**src/rtl/uart_rx_oversample.sv**
```systemverilog
// 8N1-style UART receiver with its own oversample tick derived from baud_div.
// It has a 2-FF rx synchronizer, mid-bit sampling, and one-cycle valid/error strobes.
module uart_rx_oversample #(
  parameter int DATA_BITS  = 8,
  parameter int OVERSAMPLE = 16,
  parameter int DIV_WIDTH  = 27
) (
  input  logic                 clock_in,
  input  logic                 rst,
  input  logic [DIV_WIDTH-1:0] baud_div,
  input  logic                 rx,
  output logic [DATA_BITS-1:0] rx_data,
  output logic                 rx_valid,
  output logic                 frame_err,
  output logic                 busy
);

  localparam int CNT_W = $clog2(OVERSAMPLE);
  localparam int BIT_W = (DATA_BITS > 1) ? $clog2(DATA_BITS) : 1;
  localparam logic [CNT_W-1:0] HALF_LAST = CNT_W'(OVERSAMPLE / 2 - 1);
  localparam logic [CNT_W-1:0] FULL_LAST = CNT_W'(OVERSAMPLE - 1);
  localparam logic [BIT_W-1:0] BIT_LAST  = BIT_W'(DATA_BITS - 1);

  typedef enum logic [1:0] {
    ST_IDLE,
    ST_START,
    ST_DATA,
    ST_STOP
  } state_e;

  state_e               state_q, state_d;
  logic                 sync1_q, sync1_d;
  logic                 sync2_q, sync2_d;
  logic [DIV_WIDTH-1:0] tcnt_q, tcnt_d;
  logic                 tick;
  logic [CNT_W-1:0]     sample_cnt_q, sample_cnt_d;
  logic [BIT_W-1:0]     bit_idx_q, bit_idx_d;
  logic [DATA_BITS-1:0] shift_q, shift_d;
  logic [DATA_BITS-1:0] rx_data_q, rx_data_d;
  logic                 rx_valid_q, rx_valid_d;
  logic                 frame_err_q, frame_err_d;
  logic                 busy_q, busy_d;
  logic                 rx_s;

  assign rx_s = sync2_q;

  always_comb begin
    sync1_d      = rx;
    sync2_d      = sync1_q;
    tick         = (tcnt_q >= baud_div);
    tcnt_d       = tick ? '0 : tcnt_q + DIV_WIDTH'(1);
    state_d      = state_q;
    sample_cnt_d = sample_cnt_q;
    bit_idx_d    = bit_idx_q;
    shift_d      = shift_q;
    rx_data_d    = rx_data_q;
    rx_valid_d   = 1'b0;
    frame_err_d  = 1'b0;

    if (tick) begin
      case (state_q)
        ST_IDLE: begin
          if (!rx_s) begin
            state_d      = ST_START;
            sample_cnt_d = '0;
          end
        end
        ST_START: begin
          // Half a bit in: confirm the start bit is still low, else treat it as a glitch.
          if (sample_cnt_q == HALF_LAST) begin
            sample_cnt_d = '0;
            bit_idx_d    = '0;
            state_d      = rx_s ? ST_IDLE : ST_DATA;
          end else begin
            sample_cnt_d = sample_cnt_q + CNT_W'(1);
          end
        end
        ST_DATA: begin
          if (sample_cnt_q == FULL_LAST) begin
            sample_cnt_d = '0;
            shift_d      = {rx_s, shift_q[DATA_BITS-1:1]};
            bit_idx_d    = bit_idx_q + BIT_W'(1);
            if (bit_idx_q == BIT_LAST) begin
              state_d = ST_STOP;
            end
          end else begin
            sample_cnt_d = sample_cnt_q + CNT_W'(1);
          end
        end
        ST_STOP: begin
          // Leaving at mid-stop lets a following start edge half a bit later be caught.
          if (sample_cnt_q == FULL_LAST) begin
            sample_cnt_d = '0;
            state_d      = ST_IDLE;
            if (rx_s) begin
              rx_data_d  = shift_q;
              rx_valid_d = 1'b1;
            end else begin
              frame_err_d = 1'b1;
            end
          end else begin
            sample_cnt_d = sample_cnt_q + CNT_W'(1);
          end
        end
        default: state_d = ST_IDLE;
      endcase
    end

    busy_d = (state_d != ST_IDLE);
  end

  always_ff @(posedge clock_in or negedge rst) begin
    if (!rst) begin
      state_q      <= ST_IDLE;
      sync1_q      <= 1'b1;
      sync2_q      <= 1'b1;
      tcnt_q       <= '0;
      sample_cnt_q <= '0;
      bit_idx_q    <= '0;
      shift_q      <= '0;
      rx_data_q    <= '0;
      rx_valid_q   <= 1'b0;
      frame_err_q  <= 1'b0;
      busy_q       <= 1'b0;
    end else begin
      state_q      <= state_d;
      sync1_q      <= sync1_d;
      sync2_q      <= sync2_d;
      tcnt_q       <= tcnt_d;
      sample_cnt_q <= sample_cnt_d;
      bit_idx_q    <= bit_idx_d;
      shift_q      <= shift_d;
      rx_data_q    <= rx_data_d;
      rx_valid_q   <= rx_valid_d;
      frame_err_q  <= frame_err_d;
      busy_q       <= busy_d;
    end
  end

  assign rx_data   = rx_data_q;
  assign rx_valid  = rx_valid_q;
  assign frame_err = frame_err_q;
  assign busy      = busy_q;

endmodule

```
**config.mk**
```make
export PLATFORM = sky130hd
export DESIGN_NAME = uart_rx_oversample
export DESIGN_NICKNAME = d
export VERILOG_FILES = /design/src/rtl/uart_rx_oversample.sv
export SDC_FILE = /design/constraint.sdc
export NUM_CORES = 1
export LEC_CHECK = 0
export ABC_CLOCK_PERIOD_IN_PS = 2500
export BUFFER_PORTS_ARGS = -buffer_cell sky130_fd_sc_hd__buf_2
export CAP_MARGIN = 10
export CORE_ASPECT_RATIO = 0.7
export CORE_MARGIN = 1.5
export CORE_UTILIZATION = 52
export CTS_CLUSTER_SIZE = 14
export DETAILED_ROUTE_END_ITERATION = 7
export PLACE_DENSITY = 0.82
export SLEW_MARGIN = 10
export SYNTH_ARGS = -nofsm -noshare
export SYNTH_HDL_FRONTEND = slang
export SYNTH_SLANG_ARGS = --single-unit
```
**constraint.sdc**
```tcl
create_clock -name clock_in -period 2.5 [get_ports clock_in]
set_clock_uncertainty 0.05 [all_clocks]
set_input_delay 0.25 -clock clock_in [delete_from_list [all_inputs] [get_ports clock_in]]
set_output_delay 0.25 -clock clock_in [all_outputs]
set_load 0.005 [all_outputs]
```
After elaboration in Yosys (flattened, before gate mapping)
Cells that the tools add are included.
{"block": "op_classes", "add_sub_neg": 3, "order_cmp": 1, "eq_ne": 9, "n_mux": 24, "n_reduce_logical": 8}
{"cell": "$add 27x1->27 const B", "count": 1}
{"cell": "$ge 27x27->1", "count": 1}
{"cell": "$mux 27", "count": 1}
{"cell": "$mux 2", "count": 7}
{"cell": "$mux 4", "count": 3}
{"cell": "$pmux 4 s3", "count": 1}
{"cell": "$mux 1", "count": 8}
{"cell": "$pmux 2 s4", "count": 1}
{"cell": "$reduce_and 4->1", "count": 2}
{"cell": "$mux 3", "count": 2}
{"cell": "$ne 2x2->1 const B", "count": 3}
{"cell": "$pmux 3 s2", "count": 1}
{"cell": "$add 4x1->4 const B", "count": 1}
{"cell": "$eq 2x2->1 const B", "count": 2}
{"cell": "$eq 4x3->1 const B", "count": 1}
{"cell": "$eq 4x4->1 const B", "count": 1}
{"cell": "$reduce_bool 2->1", "count": 2}
{"cell": "$add 3x1->3 const B", "count": 1}
{"cell": "$eq 3x3->1 const B", "count": 1}
{"cell": "$reduce_and 3->1", "count": 1}
{"cell": "$eq 2x1->1 const B", "count": 1}
{"cell": "$logic_not 2->1", "count": 1}
{"cell": "$reduce_and 2->1", "count": 1}
{"cell": "$reduce_or 2->1", "count": 1}
{"block": "word_totals", "ff_bits": 57, "inputBits": 30, "out_inout_bits": 11, "wordCells": 56}

Longest topological paths before layout
Gate-level depths: netlist of run 1.
{"block": "depth", "ltp_word": 6, "depth_mapped": 11, "ltp_nobuf": 9}

Worst setup path before layout of run 1
OpenSTA, ideal clock, no wires.
{"block": "synth_path", "path_kind": "flip-flop to flip-flop", "from": "reg tcnt_q[23]", "to": "reg shift_q[1]", "setup_ps": 125, "t_arrival_ps": 2216, "required_ps": 2325, "path_slack_ps": 108, "stages_incl_launch_ff": 10, "n_path_buf": 1, "synth_period_minus_slack_ps": 2392, "cell_sequence": "dfrtp_1 -> ha_1 -> nand4_2 -> nor4_2 -> a221oi_1 -> o211ai_2 -> o21ai_2 -> or3_4 -> buf_6 -> mux2_4"}
{"block": "synth_via", "elab_chain_cells": 2}
{"element": "from (decl)", "line_no": "34", "rtl": "logic [DIV_WIDTH-1:0] tcnt_q, tcnt_d;"}
{"element": "from (signal assigned)", "line_no": "129", "rtl": "tcnt_q <= tcnt_d;"}
{"element": "$ge 27x27->1", "line_no": "50", "rtl": "tick = (tcnt_q >= baud_div);"}
{"element": "$reduce_and 3->1 (no line)"}
{"element": "to (signal assigned)", "line_no": "132", "rtl": "shift_q <= shift_d;"}
{"element": "to (decl)", "line_no": "38", "rtl": "logic [DATA_BITS-1:0] shift_q, shift_d;"}
No other way between the ends.
A chain may end at the register's enable or synchronous reset.

Final worst setup path of run 1
{"block": "layout_path", "from": "reg tcnt_q[23]", "to": "reg shift_q[6]"}
The elaborated chain is that of the path after synthesis.

==> flow_metrics.tcl, run 1 <==
set metrics [dict create \
    avgViaCountPerCell 5.606 \
    clk_pin_slew_worst_paths_ns 0.07 \
    p_sw_share_pct 24.28 \
    cts_buffer_depth 2 \
    nets 476 \
    synthCells 329 \
    std_cell_rows 24 \
    routed_wl_mm 8.427 \
    syn_to_final_growth_pct 33.62 \
    finalCritPeriodShare_pct 103.4 \
    synth_common_cells "dfrtp_1, nor2_1, inv_1, ha_1, nand2_1" \
    ys_seq_area_share_pct 43.24 \
    reg2reg_slack_ns -0.08 \
    final_cell_count_no_fill 498 \
    drtAntennaViolNets 0 \
    wl_per_cell_um 16.92 \
    rsz0062_at_grt "yes" \
    fillers 395 \
    setup_viol 30 \
    grt_start_max_net_pins 31 \
    clk_latency_ns 0.36 \
    grt_pass1_vias 2703 \
    first_iter_violations 186 \
    ctsRootBufferMaster "clkbuf_8" \
    comb_power_share_pct 6.3 \
    maxSlewHeadroom_pct 50.79 \
    antenna_found_initial 0 \
    grt_use_met2_pct 36.45 \
    cp_data_arrival_time_ns 2.78 \
    netSwitchingPower_uw 498.4 \
    dr.pass1.iters 5 \
    drive_above_1_share_pct 36.19 \
    grt_pass1_wl_mm 12.32 \
    drc 0 \
    tightest_slew_ns 0.7381 \
    yosysMostFrequentCell "dfrtp_1" \
    worst_setup_path_start_kind "register" \
    fmax_ghz 0.3869 \
    worstPathRequired_ns 2.69 \
    vias 2792 \
    die_w_um 98.28 \
    violations "negative setup slack" \
    path_max_fanout 6 \
    overflow 0 \
    critPathKind "register to register" \
    ys_types 46 \
    final_util_pct 71.38 \
    dp.cells 466 \
    io_buffers 40 \
    synthTopCellsByArea "dfrtp_1, ha_1, nor2_1, inv_1, mux2_2" \
    synth_top_area_cell "dfrtp_1" \
    die_area_sq_um 6850 \
    ff_latch_area_sq_um 1429 \
    cts_sinks 57 \
    gp_congestion 0.8807 \
    die_y_um 69.70 \
    p_leak_nw 2.247 \
    hold_viol 0 \
    maxCapViolations 0 \
    fin_crit_ns 2.584 \
    finalWorstSetupSlack_ns -0.08438 \
    seqPwrFrac_pct 45.7 \
    tritoncts.num_buffers 9 \
    ir_worst_vdd_v 0.0003257 \
    num_antenna_cells 0 \
    grt_use_met3_pct 6.552 \
    multi_input_area_sq_um 1957 \
    ios 41 \
    ctsHtreeMaxLevel 3 \
    ys.warnings.count 0 \
    grt_use_total_pct 23.00 \
    grt_use_met1_pct 29.82 \
    p_int_mw 1.554 \
    busiest_layer "met2" \
    p_per_area_nw_per_um2 464.9 \
    final.setup.tns_ns -1.260 \
    core_sq_um 6186 \
    cts_tree "yes" \
    yosysTopAreaCellShare_pct 41.65 \
    syn_nets 390 \
    syn_area_sq_um 3304 \
    initial_core_util_pct 53.42 \
    synth_ff_type "dfrtp_1" \
    syn_avg_cell_area_sq_um 10.04 \
    report.final.slew_viol_count 0 \
    postSynth.asyncResetShare_pct 100.0 \
    finalPower_mw 2.053 \
    ys_ff_latch 57 \
    synth_edf_count 0 \
    worst_setup_path_end_kind "register" \
    min_path_type "register to register" \
    worst_hold_slack_ns 0.3055 \
    place_hpwl_mm 5.034 \
    p_clk_share_pct 48.0 \
    status "finished, violations left" \
]
[per-layer routing]
layer	up-vias	share of wire, %
met5	-	0
met4	0	1.7
met3	16	4.8
met2	89	50
met1	1363	43
li1	1324	-
[kinds of logic (layout without fill, tap and decap cells)]
group                      after synthesis  in the layout  synth area share (%)
buffers and inverters                   45            134                 5.755
adders and majority gates               31             31                 11.74
muxes                                   17             17                 6.588
DFF                                     57             57                 43.24
and+or+nand+nor                        110            112                 17.12
xor gates and xnor gates                21             21                 5.566
AOI/OAI and AO/OA                       48             48                 9.997
[stage by stage]
step | setup slack, ns | area, sq um
2_1_floorplan | 0.1085 | 3304
3_3_place_gp | -0.06538 | 3770
3_5_place_dp | -0.1479 | 3770
4_1_cts | -0.07774 | 4090
5_1_grt | -0.1542 | 4415
6_report | -0.08438 | 4415
[power groups by stage]
stage | clock (mW) | combinational (mW) | sequential (mW)
6_report | 0.986 | 0.129 | 0.938
5_1_grt | 1.04 | 0.141 | 0.939
4_1_cts | 0.995 | 0.109 | 0.936
3_5_place_dp | 0 | 0.102 | 0.953
3_3_place_gp | 0 | 0.0956 | 0.953
2_1_floorplan | 0 | 0.0442 | 0.950
[sequential cells by signal, indices dropped and copies added, names as in the netlist]
register	cells
rx_s	1
frame_err	1
shift_q	8
sync1_q	1
sample_cnt_q	4
bit_idx_q	3
state_q	2
tcnt_q	27
rx_valid	1
busy	1
rx_data	8
[path summary, 6_finish.rpt]
kind | startpoint | to | cells after the start
worst max-delay path | tcnt_q[23] | shift_q[6] | 9
worst min-delay path | sync1_q | rx_s | 0
worst max register to register | tcnt_q[23] | shift_q[6] | 9
worst min register to register | sync1_q | rx_s | 0
max in group asynchronous | rst | tcnt_q[12] | 3
min in group asynchronous | rst | state_q[0] | 2
[placed cells by master (no fill, tap or decap), types with 9 or more instances in the layout]
cell type  instances
a21oi_1           13
buf_2             40
nand3_1           13
nand4_1           10
xnor2_1           10
buf_4             36
ha_1              23
nor2_1            38
nand2_1           18
mux2_4            11
dfrtp_1           55
clkbuf_8           9
xor2_1            11
inv_1             36
[worst max-delay path: stages (launching register included)]
cell      delay [ns]
dfrtp_1         0.43
ha_4            0.31
nand4_4         0.13
nor4_4          0.29
buf_4           0.17
a221oi_4        0.06
o211ai_2        0.13
o21ai_2         0.12
or3_4           0.44
mux2_4          0.33
[layout make-up]
| class | instances | share of cell area, % |
|---|---|---|
| sequential | 57 | 32.36 |
| clock inverter | 7 | 2.324 |
| multi-input combinational | 229 | 44.32 |
| clock buffer | 9 | 2.805 |
| tap | 78 | 2.210 |
| timing repair buffer | 82 | 12.92 |
| inverter | 36 | 3.060 |
[what timing repair did]
item,CTS,global route
hold buffers,2,0
setup buffers,3,10
cloned,1,2
setup endpoints to repair,22,55
pin swaps,9,14
resized for setup,5,33
hold endpoints to repair,28,0
Note: power is estimated with default switching activity, not from simulation.
==> run 2: changes to the inputs <==
- ABC_CLOCK_PERIOD_IN_PS: 2500 -> 2600
- CORE_UTILIZATION: 52 -> 58
- PLACE_DENSITY: 0.82 -> 0.86
- clock period: 2.5 -> 2.6 ns (I/O delays scaled with it)
==> flow_metrics.tcl, run 2 (same netlist as run 1, synthesis figures left out) <==
set metrics [dict create \
    dp.cells 449 \
    reg2reg_slack_ns -0.01 \
    final_util_pct 75.92 \
    ios 41 \
    drc 0 \
    drtAntennaViolNets 0 \
    setup_viol 6 \
    dp_slack_ns -0.01853 \
    drive_above_1_share_pct 29.15 \
    finalPower_mw 2.019 \
    crit_buf_inv 0 \
    final.setup.tns_ns -0.01615 \
    p_per_area_nw_per_um2 495.5 \
    tightest_slew_ns 0.5488 \
    initial_core_util_pct 61.56 \
    ctsRootBufferMaster "clkbuf_8" \
    vias 2615 \
    critPathKind "register to register" \
    crit_slowest_cell "or3_4" \
    final_cell_count_no_fill 470 \
    antenna_found_initial 0 \
    clk_pin_slew_worst_paths_ns 0.07 \
    startpoint "tcnt_q[25]" \
    ctsHtreeMaxLevel 3 \
    cts_buffer_depth 2 \
    overflow 0 \
    report.final.slew_viol_count 0 \
    p_int_mw 1.575 \
    crit_family "simple AND/OR/NAND/NOR gates" \
    dr.pass1.iters 5 \
    largest_reg_flops 27 \
    path_max_fanout 6 \
    die_w_um 93.22 \
    worstPathRequired_ns 2.78 \
    maxCapViolations 0 \
    cts_sinks 57 \
    worst_setup_path_end_kind "register" \
    first_iter_violations 139 \
    netSwitchingPower_uw 444.2 \
    routed_wl_mm 7.432 \
    io_buffers 40 \
    r2r_start "tcnt_q[25]" \
    p_leak_nw 2.096 \
    core_sq_um 5368 \
    comb_power_share_pct 5.3 \
    wl_per_cell_um 15.81 \
    finalCritPeriodShare_pct 100.4 \
    seqPwrFrac_pct 44.6 \
    clk_latency_ns 0.34 \
    num_antenna_cells 0 \
    maxSlewHeadroom_pct 63.41 \
    grt_pass1_vias 2456 \
    die_y_um 66.15 \
    tritoncts.num_buffers 9 \
    die_area_sq_um 6166 \
    gp_congestion 0.8598 \
    hold_viol 0 \
    crit_chain "ha_4 > nand4_4 > nor4_4 > a221oi_2 > o211ai_2 > o21ai_2 > or3_4 > mux2_4" \
    ir_worst_vdd_v 0.0003518 \
    min_path_type "input pin to async pin" \
    place_area_sq_um 3680 \
    p_clk_share_pct 50.1 \
    grt_use_total_pct 24.09 \
    grt_pass1_wl_mm 11.35 \
    fmax_ghz 0.3832 \
    cp_data_arrival_time_ns 2.79 \
    std_cell_rows 22 \
    worst_setup_path_start_kind "register" \
    grt_start_max_net_pins 52 \
    worst_hold_slack_ns 0.2404 \
    cts_tree "yes" \
    avgViaCountPerCell 5.564 \
    p_sw_share_pct 22.00 \
    nets 454 \
    finalWorstSetupSlack_ns -0.009881 \
    rsz0062_at_grt "yes" \
    post-route-cell-area_sq_um 4075 \
    place_hpwl_mm 4.749 \
    layout_common_cells "dfrtp_1, buf_2, nor2_1" \
    regMostFlops "tcnt_q" \
    status "finished, violations left" \
    critPathMaxStageDelay_ns 0.48 \
    fin_crit_ns 2.610 \
    final_common_cell "dfrtp_1" \
    violations "negative setup slack" \
    syn_to_final_growth_pct 23.32 \
]
[run 2: changes by cell type in the layout (fill, tap and decap cells not counted), moves of 3 or more]
cell	delta
buf_4	-18
a21oi_1	+4
mux2_2	+4
mux2_4	-4
a21oi_2	-3
[run 2: worst register-to-register path, stage by stage, from the launching register on]
cell and delay [ns]:
dfrtp_2 0.45, ha_4 0.31, nand4_4 0.11, nor4_4 0.37, a221oi_2 0.14, o211ai_2 0.13
o21ai_2 0.13, or3_4 0.48, mux2_4 0.33
[run 2: worst paths after layout]
check,end,depth (start not counted)
max in group asynchronous,rx_s,3
worst max-delay path,shift_q[1],8
min in group clock_in,rx_s,0
worst min register to register,rx_s,0
worst min-delay path,tcnt_q[6],2
worst max register to register,shift_q[1],8
[run 2: power groups by stage]
stage | logic (mW) | clock network (mW) | registers [mW]
finish | 0.106 | 1.01 | 0.901
global route | 0.121 | 1.07 | 0.901
CTS | 0.0970 | 1.02 | 0.900
detailed placement | 0.0929 | 0 | 0.916
global placement | 0.0898 | 0 | 0.916
floorplan | 0.0425 | 0 | 0.913
[run 2: cell type report]
cell class,instances,area [sq um]
Fill cell,346,1292
Tap cell,72,90.09
Clock buffer,9,123.9
Clock inverter,7,118.9
Timing Repair Buffer,61,375.4
Inverter,36,135.1
Sequential cell,57,1431
Multi-Input combinational cell,228,1800
[run 2: what timing repair did]
action	in CTS	in global routing
hold buffers	2	0
hold endpoints to repair	57	0
setup endpoints to repair	8	24
buffers inserted	0	2
gates resized for setup	1	12
gates cloned	0	1
pin swaps	1	5
[run 2: metal layers]
layer / up-vias / global-route usage, % / share of wire, %
met4: 0 / 8.523 / 1.3
met5: - / 0 / 0
met2: 106 / 39.23 / 49
met1: 1230 / 31.11 / 44
li1: 1270 / - / -
met3: 9 / 6.552 / 6.2
